File: src/rtl/note_recorder.sv
// Player note capture: records button presses after playback and scores them against the latched level.
// Optional per-note response timeout is built when NOTE_RECORDER_TIMEOUT_EN is defined.
module note_recorder #(
  parameter int unsigned TIMEOUT_CYCLES = 32'd50000000
) (
  input  logic        clk,
  input  logic        reset,
  input  logic [15:0] level_data,
  input  logic [3:0]  level_length,
  input  logic        load_level,
  input  logic        start_record,
  input  logic [3:0]  note_inputs,
  output logic [15:0] recorded_notes,
  output logic [2:0]  note_count,
  output logic        note_valid,
  output logic        done_record,
  output logic        pass,
  output logic        fail,
  output logic        timeout
);

  localparam int unsigned DATA_W  = 16;
  localparam int unsigned NOTE_W  = 4;
  localparam int unsigned CNT_W   = 3;
  localparam int unsigned MAX_LEN = 4;

  typedef enum logic [1:0] {
    S_IDLE,
    S_WAIT_RELEASE,
    S_LISTEN,
    S_DONE
  } state_e;

  state_e              state_q, state_d;
  logic [DATA_W-1:0]   exp_data_q, exp_data_d;
  logic [CNT_W-1:0]    eff_len_q, eff_len_d;
  logic [DATA_W-1:0]   rec_q, rec_d;
  logic [CNT_W-1:0]    count_q, count_d;
  logic                note_valid_q, note_valid_d;
  logic                done_q, done_d;
  logic                pass_q, pass_d;
  logic                fail_q, fail_d;
  logic                timeout_q, timeout_d;

  logic [NOTE_W-1:0]   exp_note_c;
  logic                capture_c;
  logic [CNT_W-1:0]    count_inc_c;

`ifdef NOTE_RECORDER_TIMEOUT_EN
  localparam int unsigned TIMER_W = 32;
  localparam logic [TIMER_W-1:0] TIMER_RELOAD = TIMER_W'(TIMEOUT_CYCLES - 1);
  logic [TIMER_W-1:0]  timer_q, timer_d;
`endif

  // Expected note for the next entry, selected by how many have been accepted.
  always_comb begin
    exp_note_c = '0;
    for (int i = 0; i < int'(MAX_LEN); i++) begin
      if (count_q[1:0] == 2'(i)) begin
        exp_note_c = exp_data_q[DATA_W-1-NOTE_W*i -: NOTE_W];
      end
    end
  end

  assign capture_c   = (state_q == S_LISTEN) && (note_inputs != '0);
  assign count_inc_c = count_q + CNT_W'(1);

  always_comb begin
    state_d      = state_q;
    exp_data_d   = exp_data_q;
    eff_len_d    = eff_len_q;
    rec_d        = rec_q;
    count_d      = count_q;
    note_valid_d = 1'b0;
    done_d       = done_q;
    pass_d       = pass_q;
    fail_d       = fail_q;
    timeout_d    = timeout_q;
`ifdef NOTE_RECORDER_TIMEOUT_EN
    timer_d      = timer_q;
`endif

    if (load_level) begin
      exp_data_d = level_data;
      eff_len_d  = (level_length > 4'(MAX_LEN)) ? CNT_W'(MAX_LEN) : level_length[CNT_W-1:0];
      rec_d      = '0;
      count_d    = '0;
      done_d     = 1'b0;
      pass_d     = 1'b0;
      fail_d     = 1'b0;
      timeout_d  = 1'b0;
      state_d    = S_IDLE;
    end else if (start_record && (state_q == S_IDLE || state_q == S_DONE)) begin
      rec_d     = '0;
      count_d   = '0;
      done_d    = 1'b0;
      pass_d    = 1'b0;
      fail_d    = 1'b0;
      timeout_d = 1'b0;
`ifdef NOTE_RECORDER_TIMEOUT_EN
      timer_d   = TIMER_RELOAD;
`endif
      // An empty level is trivially passed.
      if (eff_len_q == '0) begin
        done_d  = 1'b1;
        pass_d  = 1'b1;
        state_d = S_DONE;
      end else begin
        state_d = S_WAIT_RELEASE;
      end
    end else if (state_q == S_WAIT_RELEASE || state_q == S_LISTEN) begin
      if (capture_c) begin
        for (int i = 0; i < int'(MAX_LEN); i++) begin
          if (count_q[1:0] == 2'(i)) begin
            rec_d[DATA_W-1-NOTE_W*i -: NOTE_W] = note_inputs;
          end
        end
        count_d      = count_inc_c;
        note_valid_d = 1'b1;
`ifdef NOTE_RECORDER_TIMEOUT_EN
        timer_d      = TIMER_RELOAD;
`endif
        if (note_inputs != exp_note_c) begin
          fail_d  = 1'b1;
          done_d  = 1'b1;
          state_d = S_DONE;
        end else if (count_inc_c == eff_len_q) begin
          pass_d  = 1'b1;
          done_d  = 1'b1;
          state_d = S_DONE;
        end else begin
          state_d = S_WAIT_RELEASE;
        end
      end
`ifdef NOTE_RECORDER_TIMEOUT_EN
      else if (timer_q == '0) begin
        fail_d    = 1'b1;
        timeout_d = 1'b1;
        done_d    = 1'b1;
        state_d   = S_DONE;
      end
`endif
      else begin
`ifdef NOTE_RECORDER_TIMEOUT_EN
        timer_d = timer_q - TIMER_W'(1);
`endif
        // Keys must be released before the next entry is listened for.
        if (state_q == S_WAIT_RELEASE && note_inputs == '0) begin
          state_d = S_LISTEN;
        end
      end
    end
  end

  always_ff @(posedge clk) begin
    if (!reset) begin
      state_q      <= S_IDLE;
      exp_data_q   <= '0;
      eff_len_q    <= '0;
      rec_q        <= '0;
      count_q      <= '0;
      note_valid_q <= 1'b0;
      done_q       <= 1'b0;
      pass_q       <= 1'b0;
      fail_q       <= 1'b0;
      timeout_q    <= 1'b0;
`ifdef NOTE_RECORDER_TIMEOUT_EN
      timer_q      <= '0;
`endif
    end else begin
      state_q      <= state_d;
      exp_data_q   <= exp_data_d;
      eff_len_q    <= eff_len_d;
      rec_q        <= rec_d;
      count_q      <= count_d;
      note_valid_q <= note_valid_d;
      done_q       <= done_d;
      pass_q       <= pass_d;
      fail_q       <= fail_d;
      timeout_q    <= timeout_d;
`ifdef NOTE_RECORDER_TIMEOUT_EN
      timer_q      <= timer_d;
`endif
    end
  end

  assign recorded_notes = rec_q;
  assign note_count     = count_q;
  assign note_valid     = note_valid_q;
  assign done_record    = done_q;
  assign pass           = pass_q;
  assign fail           = fail_q;
  assign timeout        = timeout_q;

endmodule

File: config.mk
export PLATFORM = sky130hd
export DESIGN_NAME = note_recorder
export DESIGN_NICKNAME = d
export VERILOG_FILES = /design/src/rtl/note_recorder.sv
export SDC_FILE = /design/constraint.sdc
export NUM_CORES = 1
export LEC_CHECK = 0
export CORE_ASPECT_RATIO = 0.75
export CORE_MARGIN = 4
export CORE_UTILIZATION = 60
export CTS_CLUSTER_DIAMETER = 60
export CTS_CLUSTER_SIZE = 24
export DETAILED_ROUTE_END_ITERATION = 6
export DONT_BUFFER_PORTS = 1
export GPL_ROUTABILITY_DRIVEN = 0
export PLACE_DENSITY = 0.82
export SLEW_MARGIN = 20
export SYNTH_ARGS = -nofsm -noshare
export SYNTH_HDL_FRONTEND = slang
export SYNTH_SLANG_ARGS = --single-unit
export TNS_END_PERCENT = 20
File: constraint.sdc
create_clock -name clk -period 1.93 [get_ports clk]
set_clock_uncertainty 0.05 [all_clocks]
set_input_delay 0.193 -clock clk [delete_from_list [all_inputs] [get_ports clk]]
set_output_delay 0.193 -clock clk [all_outputs]
set_load 0.03 [all_outputs]
* After elaboration in Yosys (flattened, before gate mapping) *
Index checks and enable logic that the tools add are counted.

word-level totals
  flip-flop bits (word level) = 44
  bits in latches = 0
  RAM bits = 0
  bits in read-only memories = 0
  input port bits = 28
  word-level logic and storage cells = 75
  memories kept = 0

operators by class
  add/sub/neg operators = 1
  $mul = 0
  div/mod/pow operators = 0
  $lt $le $gt $ge = 1
  equality and inequality tests = 9
  shift operators = 0
  muxes and demuxes = 23
  bitwise operators = 2
  reductions and logical operators = 27

operators by type and width
  kind                                                                   number
  3-bit AND reduction                                                    6
  4-bit two-way mux                                                      4
  2-bit two-way mux                                                      7
  1-bit two-way mux                                                      11
  2-bit == test (second input constant)                                  4
  2-bit nonzero test                                                     3
  3-bit nonzero test                                                     2
  2-bit by 1-bit == test with 1-bit output (second input constant)       2
  4-bit by 3-bit > comparator with 1-bit output (second input constant)  1
  2-bit logical NOT                                                      2
  4-bit logical NOT                                                      1
  4-bit != test                                                          1
  2-bit AND reduction                                                    2
  4-bit AND reduction                                                    1
  4-bit nonzero test                                                     1
  4-bit OR reduction                                                     1
  3-bit by 1-bit adder with 3-bit output (second input constant)         1
  3-bit == test                                                          1
  1-bit logical AND                                                      3
  3-bit logical NOT                                                      1
  3-bit two-way mux                                                      1
  3-bit OR reduction                                                     1
  1-bit logical OR                                                       2
  2-bit != test (second input constant)                                  1
  2 further kinds                                                        3

* Logic depth before layout (Yosys ltp) *
  depth in word-level cells = 10
  depth in mapped cells = 8
  gate-level depth less buffers = 7

* Least setup slack after synthesis *
OpenSTA, ideal clock, no wires.

  path type = register -> register
  from = register count_q[0] (netlist: note_count[0])
  to = register fail_q (netlist: fail)
  library setup time = 0.117 ns
  data arrival time = 1.829 ns
  data required time = 1.763 ns
  path slack = -0.067 ns
  cell stages (with the launch flop) = 8
  path buffers = 1
  period minus slack after synthesis = 1.997 ns
  cells stage by stage = dfxtp_1 > ha_1 > buf_4 > a211oi_1 > a211oi_1 > xnor2_1 > nand4_1 > a32o_1

on the way
  longest elaborated chain between the ends = 7

RTL lines
  item                             RTL line  source
  start: declaration               38        logic [CNT_W-1:0] count_q, count_d;
  start signal: assignment         175       count_q <= count_d;
  2-bit logical NOT                59        if (count_q[1:0] == 2'(i)) begin
  4-bit two-way mux (3 in a row)   59
  4-bit two-way mux *              59
  4-bit != test *                  123       if (note_inputs != exp_note_c) begin
  3-bit AND reduction (no line) *  -
  end signal: assignment           179       fail_q <= fail_d;
  end: declaration                 42        logic fail_q, fail_d;

Mark *: on every way between the ends. The rest lies on a longest branch, timed or not.
A chain may end at the register's enable or synchronous reset.

* Final worst setup path *
  from = register count_q[1] (netlist: note_count[1])
  to = register fail_q (netlist: fail)

The elaborated chain is that of the path after synthesis.

==> impl_metrics.toml <==
[synthesis]
syn-mean-instance-area_um2 = 9.934
synth_seq_cells = 44
ys_types = 36
synth_top_family_by_area = "simple AND/OR/NAND/NOR gates"
synth_simple_gate_area_share_pct = 20.39
synthMuxAreaShare_pct = 15.93
synth_nets = 249
synthCells = 215
seq_area_frac_synth_pct = 41.24
yosys_warnings = 0
synth_compound_area_share_pct = 8.494
yosys.area_share.adder_pct = 3.515
netlist_area_um2 = 2136
synth_xor_area_share_pct = 4.101

[clocking]
cts_buffers = 5
path_clk_slew_ns = 0.08
cts.htree.levels = 2
clk_path_buf_depth = 2
numClockSinks = 44
cts_root_buf = "clkbuf_8"
cts_tree = "yes"
clock_latency_ns = 0.31

[power]
p_per_area_nw_per_um2 = 735.8
p_sw_w = 0.0004340
comb_power_share_pct = 10.0
intPower_w = 0.001311
vdd_drop_max_mv = 0.5827
switching_share_pct = 24.86
pwr-share-seq_pct = 55.3
power_w = 0.001745
leakage_nw = 0.8422
clockPowerShare_pct = 34.8

[global_routing]
grt_pass1_vias = 1522
antenna_found_initial = 0
grt_max_degree = 22
overflow = 0
grt_usage_pct = 21.90
grt_first_pass_wirelength_um = 7624

[detailed_routing]
vias_per_cell = 5.903
wl_per_cell_um = 19.13
drtAntennaViolNets = 0
dr.pass1.iters = 4
num_vias = 1523
drt-initial-drc-count = 90
drc = 0
routed_wl_um = 4935

[final_layout]
final_nets = 251
layout-drive-gt1-share_pct = 16.97
postLayoutCellArea_um2 = 2372
regArea_um2 = 885.9
area_growth_pct = 11.07
antenna_cells = 0
nFillCells = 242
multi_input_area_um2 = 1224

[worst_setup_path]
cp_cell_sequence = "inv_1, ha_4, nand3b_1, a211oi_2, xnor2_1, nand4_1, a32o_1"
worstPathArrival_ns = 2.05
end_kind = "register"
r2r_setup_slack_ns = 0.03
path_max_fanout = 9
critPathSlowestCell = "dfxtp_4"
critPathKind = "register to register"
cp_data_required_time_ns = 2.08
critical_path.max_stage_delay_ns = 0.40
crit_path_start_kind = "register"

[timing]
holdWs_ns = 0.006668
worst_pin_slew_ns = 0.5251
report.final.slew_viol_count = 0
setup_viol = 0
post-route-period-util_pct = 98.44
rsz0062_at_grt = "true"
slew-limit-headroom_pct = 64.88
fin_ws_ns = 0.03003
final_hold_viol_count = 0
max_freq_ghz = 0.5263
period_minus_slack_ns = 1.900

[floorplanning]
initial_core_util_pct = 63.65
dieArea_um2 = 4588
floorplan.io_pins = 52
fp-row-count = 18
die_x_um = 76.89
core_area_um2 = 3356
die_y_um = 59.67

[flow_run]
drv_cap = 0

[place]
port_buffers = 0
preCtsSetupSlack_ns = -0.01737
hpwl_um = 3395
dpl_cell_area_um2 = 2106

[outcome]
status = "finished clean"

[worst_hold_path]
hp-class = "input pin to register"
-- final cells by class --
class | count | area share (%)
Clock buffer | 7 | 3.639
Timing Repair Buffer | 11 | 4.219
Clock inverter | 1 | 0.3165
Sequential cell | 44 | 37.34
Multi-Input combinational cell | 150 | 51.58
Tap cell | 40 | 2.110
Inverter | 5 | 0.7911
-- final timing paths --
path | startpoint | to | cells past startpoint
max | note_count[1]$_SDFFE_PP0P_ | fail$_SDFFE_PP0P_ | 7
min | load_level | eff_len_q[0]$_SDFFE_PN0P_ | 2
min reg2reg | eff_len_q[0]$_SDFFE_PN0P_ | eff_len_q[0]$_SDFFE_PN0P_ | 2
max reg2reg | note_count[1]$_SDFFE_PP0P_ | fail$_SDFFE_PP0P_ | 7
-- Yosys cell counts --
library cell,n,area [um^2]
buf_2,3,15.01
buf_6,5,56.30
conb_1,1,3.750
nor3b_1,4,30.03
o22ai_1,1,6.260
o211a_1,1,10.01
o21ai_0,1,5.000
a32o_1,1,10.01
and4_4,1,11.26
a211oi_2,1,12.51
dfxtp_1,44,880.8
mux2i_1,34,340.3
clkbuf_1,5,18.77
inv_1,5,18.77
a21oi_1,2,10.01
a21boi_1,3,22.52
and2_4,4,35.03
nor3_1,6,30.03
nand2_1,5,18.77
nor2_1,24,90.09
nand3_1,2,10.01
a31o_1,1,8.760
nor2b_1,21,131.4
nor2_4,1,11.26
xor2_1,1,8.760
nand4_1,1,6.260
a211oi_1,8,60.06
a32oi_1,1,8.760
o41ai_4,1,27.53
and2_1,1,6.260
ha_1,6,75.07
nand2b_1,3,18.77
nand3b_1,4,30.03
buf_4,3,22.52
xnor2_1,9,78.83
nor4_1,1,6.260
-- metal layers --
layer  share of wire (%)  track usage (%)  vias to the layer above
met2                  48            35.73                       64
met3                 9.9            9.789                        8
met4                 1.7            6.460                        0
met1                  41            26.43                      716
li1                    -                -                      735
met5                   0                0                        -
-- flip-flops by register name (all words and copies together), names as in the netlist --
register	cells
exp_data_q	16
recorded_notes	16
eff_len_q	3
note_count	3
state_q	2
done_record	1
fail	1
note_valid	1
pass	1
-- kinds of logic after synthesis --
kind of cell | Yosys count
buffers and inverters | 21
AND/OR/NAND/NOR | 78
multiplexers | 34
other | 1
adder cells (fa/ha/maj) | 6
AO/OA/AOI/OAI | 21
XOR/XNOR | 10
flip-flops | 44
-- critical path: cells and delay by family, from the launching register on --
family / cells / cell delay (ns)
AND/OR/NAND/NOR: 2 / 0.39
flip-flops: 1 / 0.40
AO/OA/AOI/OAI: 2 / 0.48
XOR/XNOR: 1 / 0.17
adder cells (fa/ha/maj): 1 / 0.21
buffers and inverters: 1 / 0.10
-- cell usage in the layout, fill, tap and decap left out, types with 2 or more instances in the layout --
cell,instances
nand3b_1,4
a21oi_1,2
dfxtp_1,42
inv_1,5
dlygate4sd3_1,7
ha_1,2
nor2_1,24
buf_4,4
and2_4,4
nor3_1,5
clkbuf_8,6
nand2b_1,3
a21boi_1,3
xnor2_1,9
mux2i_1,34
nor2b_1,21
a211oi_2,9
ha_4,3
nand3_1,2
nand2_1,5
nor3b_2,3
-- power by group through the flow --
stage	combinational [W]	clock, W	sequential (W)
6_report	0.000174	0.000607	0.000965
5_1_grt	0.000193	0.000659	0.000968
4_1_cts	0.000167	0.000620	0.000964
3_5_place_dp	0.000147	0	0.000985
3_3_place_gp	0.000139	0	0.000983
2_1_floorplan	0.000154	0	0.000976
-- metrics by stage --
step	instances	utilization [%]	TNS (ns)
2_1_floorplan	215	-	0
3_3_place_gp	243	62.75	0
3_5_place_dp	243	62.75	-0.01737
4_1_cts	258	67.71	0
5_1_grt	258	70.69	-0.04584
6_report	258	70.69	0
-- repair_timing --
action                                  4_1_cts  5_1_grt
gates resized for setup                       1       19
endpoints found under the hold margin        31        0
hold buffers                                  7        0
pin swaps                                     0        1
buffers inserted                              0        0
endpoints found under the setup margin        1        4
(Power assumes the default switching activity.)
